### config.mk
export PLATFORM = sky130hd
export DESIGN_NAME = image_load_scheduler
export DESIGN_NICKNAME = d
export VERILOG_FILES = /design/src/rtl/image_load_scheduler.sv
export SDC_FILE = /design/constraint.sdc
export NUM_CORES = 1
export LEC_CHECK = 0
export CAP_MARGIN = 40
export CORE_MARGIN = 2
export CORE_UTILIZATION = 25
export DETAILED_ROUTE_END_ITERATION = 12
export MAX_ROUTING_LAYER = met4
export PLACE_DENSITY_LB_ADDON = 0.3
export SYNTH_ARGS = -nofsm -noshare
export SYNTH_HDL_FRONTEND = slang
export SYNTH_SLANG_ARGS = --single-unit
### constraint.sdc
create_clock -name vga_clk -period 2.85 [get_ports vga_clk]
set_input_delay 0.57 -clock vga_clk [delete_from_list [all_inputs] [get_ports vga_clk]]
set_output_delay 0.57 -clock vga_clk [all_outputs]
set_load 0.02 [all_outputs]
### src/rtl/image_load_scheduler.sv
// Periodic image loader: once per display period, waits for a VSYNC falling edge,
// streams 16 ROM rows of the current image into the line RAM, then advances the image.
module image_load_scheduler #(
  parameter int unsigned TICKS_PER_IMAGE = 6_250_000,
  parameter int unsigned ROM_LAT         = 1
) (
  input  logic        vga_clk,
  input  logic        rst_n,
  input  logic        enable,
  input  logic        vsync_n,
  output logic [7:0]  rom_addr,
  input  logic [15:0] rom_data,
  output logic        write_en,
  output logic [3:0]  write_addr,
  output logic [15:0] write_data,
  output logic [3:0]  image_index,
  output logic        busy,
  output logic        load_done,
  output logic        overrun
);

  localparam int unsigned TW = $clog2(TICKS_PER_IMAGE);
  localparam int unsigned DW = (ROM_LAT > 1) ? $clog2(ROM_LAT) : 1;
  localparam logic [TW-1:0] TMAX = TW'(TICKS_PER_IMAGE - 1);
  localparam logic [DW-1:0] DLAST = DW'(ROM_LAT - 1);

  typedef enum logic [2:0] {ST_IDLE, ST_WAIT, ST_SYNC, ST_LOAD, ST_DRAIN} state_t;

  state_t                     r_state;
  state_t                     w_next;
  logic                       r_vsync_q;
  logic [3:0]                 r_k;
  logic [DW-1:0]              r_drain;
  logic [TW-1:0]              r_timer;
  logic                       r_pending;
  logic                       r_overrun;
  logic [3:0]                 r_image;
  logic [7:0]                 r_rom_hold;
  logic [ROM_LAT-1:0]         r_vld;
  logic [ROM_LAT-1:0][3:0]    r_waddr;

  logic w_vs_fall;
  logic w_wrap;
  logic w_last_drain;
  logic w_busy;
  logic w_load_done;

  assign w_vs_fall    = r_vsync_q & ~vsync_n;
  assign w_wrap       = (r_state != ST_IDLE) && (r_timer == TMAX);
  assign w_last_drain = (r_drain == DLAST);

  // State register
  always_ff @(posedge vga_clk or negedge rst_n) begin
    if (!rst_n) r_state <= ST_IDLE;
    else        r_state <= w_next;
  end

  // Next-state logic; a wrap seen in WAIT starts SYNC at once so it is not lost
  always_comb begin
    w_next = r_state;
    if (!enable) begin
      w_next = ST_IDLE;
    end else begin
      case (r_state)
        ST_IDLE:  w_next = ST_SYNC;
        ST_WAIT:  if (r_pending || w_wrap) w_next = ST_SYNC;
        ST_SYNC:  if (w_vs_fall) w_next = ST_LOAD;
        ST_LOAD:  if (r_k == 4'd15) w_next = ST_DRAIN;
        ST_DRAIN: if (w_last_drain) w_next = ST_WAIT;
        default:  w_next = ST_IDLE;
      endcase
    end
  end

  // Output logic
  always_comb begin
    w_busy      = (r_state == ST_SYNC) || (r_state == ST_LOAD) || (r_state == ST_DRAIN);
    w_load_done = (r_state == ST_DRAIN) && w_last_drain && enable;
    rom_addr    = (r_state == ST_LOAD) ? {r_image, r_k} : r_rom_hold;
  end

  assign busy        = w_busy;
  assign load_done   = w_load_done;
  assign image_index = r_image;
  assign overrun     = r_overrun;
  assign write_en    = r_vld[ROM_LAT-1];
  assign write_addr  = r_waddr[ROM_LAT-1];
  assign write_data  = rom_data;

  always_ff @(posedge vga_clk or negedge rst_n) begin
    if (!rst_n) r_vsync_q <= 1'b1;
    else        r_vsync_q <= vsync_n;
  end

  always_ff @(posedge vga_clk or negedge rst_n) begin
    if (!rst_n) begin
      r_k        <= '0;
      r_drain    <= '0;
      r_rom_hold <= '0;
      r_image    <= '0;
    end else begin
      r_k     <= (r_state == ST_LOAD && enable) ? r_k + 4'd1 : '0;
      r_drain <= (r_state == ST_DRAIN && enable && !w_last_drain) ? r_drain + DW'(1) : '0;
      if (r_state == ST_LOAD) r_rom_hold <= {r_image, r_k};
      if (w_load_done)        r_image    <= r_image + 4'd1;
    end
  end

  // Period timer; pending is consumed by the WAIT->SYNC move even on a wrap cycle
  always_ff @(posedge vga_clk or negedge rst_n) begin
    if (!rst_n) begin
      r_timer   <= '0;
      r_pending <= 1'b0;
      r_overrun <= 1'b0;
    end else if (!enable) begin
      r_timer   <= '0;
      r_pending <= 1'b0;
      r_overrun <= 1'b0;
    end else begin
      if (r_state != ST_IDLE) r_timer <= w_wrap ? '0 : r_timer + TW'(1);
      if (w_wrap && (r_pending || w_busy)) r_overrun <= 1'b1;
      if (r_state == ST_WAIT && w_next == ST_SYNC) r_pending <= 1'b0;
      else if (w_wrap)                             r_pending <= 1'b1;
    end
  end

  // Write pipeline matching the ROM latency
  always_ff @(posedge vga_clk or negedge rst_n) begin
    if (!rst_n) begin
      r_vld   <= '0;
      r_waddr <= '0;
    end else if (!enable) begin
      r_vld <= '0;
    end else begin
      r_vld[0]   <= (r_state == ST_LOAD);
      r_waddr[0] <= r_k;
      for (int unsigned i = 1; i < ROM_LAT; i++) begin
        r_vld[i]   <= r_vld[i-1];
        r_waddr[i] <= r_waddr[i-1];
      end
    end
  end

endmodule
==> run_results.csv, run 1 <==
group,metric,value,unit
outcome,status,"completed",
die,die_w,105,um
yosys,synthDistinctLibCells,41,
sta,setup_viol,0,
sta,rsz0062_at_grt,"no",
cts,cts_setup_buffers,0,
power,comb_power_share,0.059,
cts,cts.path.max_buffers,2,
sta,fin_crit,2610,ps
place,port-buffer-count,23,
place,placed_cell_area,2830,um^2
cts,htreeDepth,2,
yosys,synthArstFlopShare,1.00,
critical_path,cp-end-kind,"output pin",
cts,root_buffer,"clkbuf_8",
routing,drc_errors,0,
critical_path,r2r-end,"r_timer[15]$_DFFE_PN0P_",
sta,hold_violations,0,
die,start_util,0.259,
yosys,yosysSeqAreaShare,0.505,
final_layout,diodes,0,
sta,fin_tns_setup,0,ps
sta,skew,5.55,ps
sta,max_slew_margin,0.551,
die,core_area,9770,um^2
final_layout,final_util,0.299,
yosys,synth_fp_nets,281,
critical_path,worst-path-buf-inv,1,
power,seq_power_share,0.599,
sta,drv_slew,0,
cts,cts.clk_slew.worst_paths,100,ps
routing,post_drt_wl_per_cell,12.7,um
critical_path,arrival,2040,ps
power,p_clk_frac,0.341,
cts,cts_buffers,5,
yosys,synth-seq-cells,51,
yosys,synth_edf_count,0,
place,gp_congestion,0.782,
yosys,yosysWarnings,0,
critical_path,max_stage_delay,620,ps
power,p_leak,1.29,nW
routing,drt_iter0_markers,73,
die,die_area,10900,um^2
cts,cts_tree,"yes",
power,powerDensity,423,nW/um^2
yosys,synth_area,2530,um^2
final_layout,layout-drive-gt1-share,0.0959,
power,max-vdd-ir-drop,0.191,mV
routing,via_per_inst,4.50,
yosys,avgSynthCellArea,9.80,um^2
yosys,synthCells,258,
critical_path,crit_slowest_cell,"clkdlybuf4s50_1",
critical_path,reg2reg_slack,530,ps
critical_path,crit_family,"simple AND/OR/NAND/NOR gates",
die,num_rows,36,
critical_path,timing.rr.start,"r_timer[6]$_DFFE_PN0P_",
yosys,yosys_most_used_dff,"dfrtp_1",
final_layout,stdcell_area,2920,um^2
sta,finalCritPeriodShare,0.914,
critical_path,critPathKind,"reg -> out",
global_routing,grt_use_total,0.100,
min_path,min_path_type,"in -> async",
routing,via_count,1816,
power,power_switching,0.303,mW
routing,drtPass1Iterations,4,
power,p_sw_frac,0.245,
global_routing,first_global_vias,1761,
place,hpwl,3.63,mm
final_layout,area_growth,15.4,%
routing,ant_nets,0,
die,boundaryPins,56,
power,internal-power,0.930,mW
global_routing,grt_pass1_wl,8.80,mm
cts,cts.sinks,51,
cts,insertion_delay,300,ps
global_routing,grt.overflow.total,0,
routing,drt-total-wl,5.13,mm
sta,worst_pin_slew,668,ps
critical_path,rr_worst_depth,5,
critical_path,startpoint_type,"flip-flop",
critical_path,crit_chain,"or3b_2 -> nand2_1 -> clkdlybuf4s50_1",
final_layout,nets,293,
critical_path,cp.required,2280,ps
sta,timing.fmax,384,MHz
cts,ctsHoldBuffers,0,
global_routing,antenna_found_initial,0,
run,maxCapViolations,0,
global_routing,grt_max_degree,28,
die,die_y,105,um
critical_path,cp_max_fo,9,
## cells in the mapped netlist (2+ instances only)
| library cell | count | area [um^2] |
|---|---|---|
| nor3b_1 | 3 | 22.5 |
| o21a_1 | 2 | 15.0 |
| clkbuf_1 | 8 | 30.0 |
| o21ai_0 | 2 | 10.0 |
| dfrtp_1 | 50 | 1250 |
| nor2_1 | 30 | 113 |
| xnor2_1 | 8 | 70.1 |
| nor4b_1 | 2 | 17.5 |
| inv_1 | 5 | 18.8 |
| o311a_1 | 4 | 40.0 |
| and2_1 | 2 | 12.5 |
| or4_1 | 2 | 15.0 |
| nor3_1 | 5 | 25.0 |
| and3_1 | 3 | 18.8 |
| buf_4 | 17 | 128 |
| nand4_1 | 7 | 43.8 |
| xor2_1 | 13 | 114 |
| nor4_1 | 5 | 31.3 |
| nand2_1 | 40 | 150 |
| a221o_1 | 3 | 30.0 |
| nor2b_1 | 2 | 12.5 |
| nand3_1 | 18 | 90.1 |
| ha_1 | 3 | 37.5 |
| mux2_2 | 6 | 67.6 |
| and4_1 | 2 | 17.5 |
## logic make-up (layout without fill, tap and decap cells)
| family | after synthesis | count (layout) | synth area share |
|---|---|---|---|
| other | 1 | 1 | 0.00148 |
| AND/OR/NAND/NOR | 127 | 127 | 0.247 |
| multiplexers | 7 | 7 | 0.0307 |
| adder cells (fa/ha/maj) | 3 | 3 | 0.0148 |
| XOR/XNOR | 21 | 21 | 0.0727 |
| buffers and inverters | 30 | 43 | 0.0698 |
| AO/OA/AOI/OAI | 18 | 18 | 0.0584 |
| flip-flops | 51 | 51 | 0.505 |
## layout make-up
class                   instances  area [um^2]
clock buffers                   5         68.8
clock inverters                 3         18.8
fillers                      1042         6860
inverters                       5         18.8
multi-input cells             177         1070
flip-flops and latches         51         1280
well taps                     133          166
repair buffers                 30          293
## worst max-delay path by stage
stage / from / to / slack [ps] / depth (start not counted)
finish: r_state[0]$_DFF_PN0_ / busy / 240 / 3
floorplan: r_timer[6]$_DFFE_PN0P_ / r_state[0]$_DFF_PN0_ / 720 / 5
global route: r_state[0]$_DFF_PN0_ / rom_addr[0] / 170 / 4
global placement: enable / load_done / 380 / 3
CTS: r_state[0]$_DFF_PN0_ / load_done / 60 / 4
detailed placement: enable / load_done / 370 / 3
## cell usage in the layout, fill, tap and decap left out, types with 4 or more instances in the layout
master / Yosys / layout
nand2_1: 40 / 40
nor2_1: 30 / 30
nand3_1: 18 / 18
o311a_1: 4 / 4
nor4_1: 5 / 5
nor3_1: 5 / 5
nand4_1: 7 / 7
dfrtp_1: 50 / 50
buf_4: 17 / 6
clkdlybuf4s50_1: 0 / 21
clkbuf_8: 0 / 5
inv_1: 5 / 5
xor2_1: 13 / 13
xnor2_1: 8 / 8
mux2_2: 6 / 6
## per-stage QoR
stage                     power (mW)  std cells  worst slack, ps  hold WS (ps)
after floorplan                0.821        258              716           274
after global placement         0.828        396              384           453
after detailed placement       0.828        396              366           462
after CTS                       1.26        404             60.9           269
after global routing            1.29        404              167           294
final                           1.23        404              245           253
## sequential cells by signal, indices dropped and copies added, names as in the netlist
name,count
r_rom_hold,8
r_pending,1
r_timer,23
overrun,1
write_addr,4
r_state,3
r_drain,1
r_vsync_q,1
image_index,4
write_en,1
r_k,4
## power groups by stage
stage	clock network [mW]	logic [mW]	registers [mW]
after floorplan	0	0.0700	0.751
after global placement	0	0.0753	0.753
after detailed placement	0	0.0749	0.753
after CTS	0.444	0.0754	0.739
after global routing	0.470	0.0837	0.740
final	0.421	0.0733	0.739
## metal layers
| metal | part of all wire | global-route usage | up-vias |
|---|---|---|---|
| met2 | 0.44 | 0.139 | 28 |
| met3 | 0.040 | 0.0218 | 5 |
| li1 | - | - | 900 |
| met1 | 0.51 | 0.143 | 883 |
| met4 | 0.014 | 0.0362 | 0 |
| met5 | 0 | - | - |
## worst reg2reg max path, cell delays in order (launching register included)
cell and delay [ps]:
dfrtp_1 470, or4b_1 530, nor4_1 240, or4b_4 530, nand2_2 280, o21ai_0 150
## what timing repair did
item                                    CTS  global route
hold endpoints to repair                  0             0
endpoints found under the setup margin    0             1
gates resized for setup                   0             1
No activity file was read; power rests on OpenSTA's default activity.
==> run 2: changes to the inputs <==
- HOLD_SLACK_MARGIN: not set -> 0.03
- clock period: 2.85 -> 3.3 ns (I/O delays scaled with it)
==> run 2 against run 1 <==
Final area decreased by 0.99%. Combinational power down 20%. Utilization fell by 0.29 points. Hold slack worse by 9.3 ps. Sequential share of layout area rose by 0.44 points. Clock skew grew 3.3 ps. Clock-buffer cell count is the same. Worst setup slack better by 47 ps. Sequential power fell by 14%. Critical endpoint is now load_done.
==> run_results.csv, run 2 (synthesized netlist as in run 1, its figures left out) <==
group,metric,value,unit
critical_path,startpoint_type,"flip-flop",
place,gp_congestion,0.792,
routing,via_per_inst,4.51,
critical_path,cp-end-kind,"output pin",
critical_path,critPathKind,"reg -> out",
place,placed_cell_area,2800,um^2
final_layout,multi_input_area,1070,um^2
global_routing,grt.overflow.total,0,
cts,cts_setup_buffers,0,
sta,worst_pin_slew,542,ps
final_layout,nets,291,
place,port-buffer-count,23,
final_layout,stdcell_area,2890,um^2
final_layout,largest_reg_flops,23,
global_routing,antenna_found_initial,0,
cts,ctsResizeCount,0,
sta,setup_viol,0,
sta,timing.fmax,332,MHz
final_layout,area_growth,14.3,%
die,die_area,10900,um^2
die,start_util,0.259,
sta,fin_crit,3010,ps
critical_path,arrival,2350,ps
sta,finalCritPeriodShare,0.912,
cts,cts.clk_slew.worst_paths,100,ps
final_layout,final_cell_mix,"50 x dfrtp_1, 40 x nand2_1, 30 x nor2_1, 22 x clkdlybuf4s50_1, 18 x nand3_1",
min_path,min_path_type,"in -> async",
global_routing,first_global_vias,1829,
routing,via_count,1815,
cts,cts_buffers,5,
routing,drc_errors,0,
global_routing,grt_pass1_wl,8.78,mm
cts,insertion_delay,310,ps
cts,ctsHoldBuffers,0,
final_layout,regArea,1280,um^2
die,die_y,105,um
final_layout,top_regs,"r_timer x23, r_rom_hold x8",
routing,post_drt_wl_per_cell,12.6,um
global_routing,grt_max_degree,36,
cts,htreeDepth,2,
cts,cts.path.max_buffers,2,
die,core_area,9770,um^2
routing,drt_iter0_markers,68,
power,max-vdd-ir-drop,0.153,mV
sta,skew,8.85,ps
sta,hold_violations,0,
final_layout,top_register,"r_timer",
outcome,status,"completed",
critical_path,cp_max_fo,9,
routing,ant_nets,0,
power,p_leak,1.25,nW
run,maxCapViolations,0,
routing,drt-total-wl,5.07,mm
die,boundaryPins,56,
final_layout,layout-drive-gt1-share,0.0892,
final_layout,layout_commonest_cell,"dfrtp_1",
place,hpwl,3.63,mm
sta,drv_slew,0,
critical_path,cp.required,2640,ps
cts,cts_tree,"yes",
power,powerDensity,368,nW/um^2
sta,rsz0062_at_grt,"no",
die,die_w,105,um
sta,fin_tns_setup,0,ps
cts,cts.sinks,51,
final_layout,diodes,0,
routing,drtPass1Iterations,4,
die,num_rows,36,
cts,root_buffer,"clkbuf_8",
global_routing,grt_use_total,0.100,
sta,max_slew_margin,0.636,
final_layout,n_fill_cell,1037,
## run 2: changes by cell type in the layout (fill, tap and decap cells not counted)
| cell | before | now |
|---|---|---|
| dlymetal6s2s_1 | 1 | 0 |
| clkinv_2 | 2 | 1 |
| buf_12 | 1 | 0 |
| inv_6 | 1 | 0 |
| clkdlybuf4s50_1 | 21 | 22 |
| clkinvlp_4 | 0 | 2 |
| buf_4 | 6 | 5 |
## run 2: layer usage
metal	global-route usage	share of wire	vias to the layer above
met2	0.145	0.43	26
met1	0.135	0.51	888
met3	0.0256	0.040	5
li1	-	-	896
met5	-	0	-
met4	0.0371	0.015	0
## run 2: worst max-delay path, cell delays in order (launching register included)
cell and delay (ps):
dfrtp_1 480, or3b_2 510, nor2_1 150, and2_1 260, clkdlybuf4s50_1 640
## run 2: area by class of cell
type / count / area share
clock buffer: 5 / 0.0238
clock inverter: 3 / 0.00693
inverter: 5 / 0.00650
multi-input combinational: 177 / 0.372
sequential: 51 / 0.442
tap: 133 / 0.0576
timing repair buffer: 28 / 0.0909
## run 2: power by group
part	internal, mW	total [mW]	switching (mW)
logic	0.0195	0.0586	0.0391
registers	0.632	0.638	0.00663
clock network	0.148	0.367	0.219
## run 2: metrics by stage
step / utilization / hold slack, ps / power [mW] / setup WS [ps] / std cells
6_report: 0.296 / 244 / 1.06 / 292 / 402
3_3_place_gp: 0.286 / 453 / 0.711 / 594 / 394
4_1_cts: 0.296 / 246 / 1.08 / 276 / 402
5_1_grt: 0.296 / 260 / 1.11 / 193 / 402
2_1_floorplan: - / 364 / 0.709 / 1110 / 258
3_5_place_dp: 0.286 / 461 / 0.711 / 604 / 394
## run 2: worst paths after layout
| kind | from | endpoint | slack, ps | cells after the start |
|---|---|---|---|---|
| max | r_state[0]$_DFF_PN0_ | load_done | 290 | 4 |
| min | rst_n | r_drain$_DFF_PN0_ | 240 | 1 |
| max reg2reg | r_timer[6]$_DFFE_PN0P_ | r_timer[15]$_DFFE_PN0P_ | 970 | 5 |
| min reg2reg | r_rom_hold[7]$_DFF_PN0_ | r_rom_hold[7]$_DFF_PN0_ | 480 | 2 |
| max in group asynchronous | rst_n | write_en$_DFF_PN0_ | 2260 | 2 |
| min in group vga_clk | r_rom_hold[7]$_DFF_PN0_ | r_rom_hold[7]$_DFF_PN0_ | 480 | 2 |
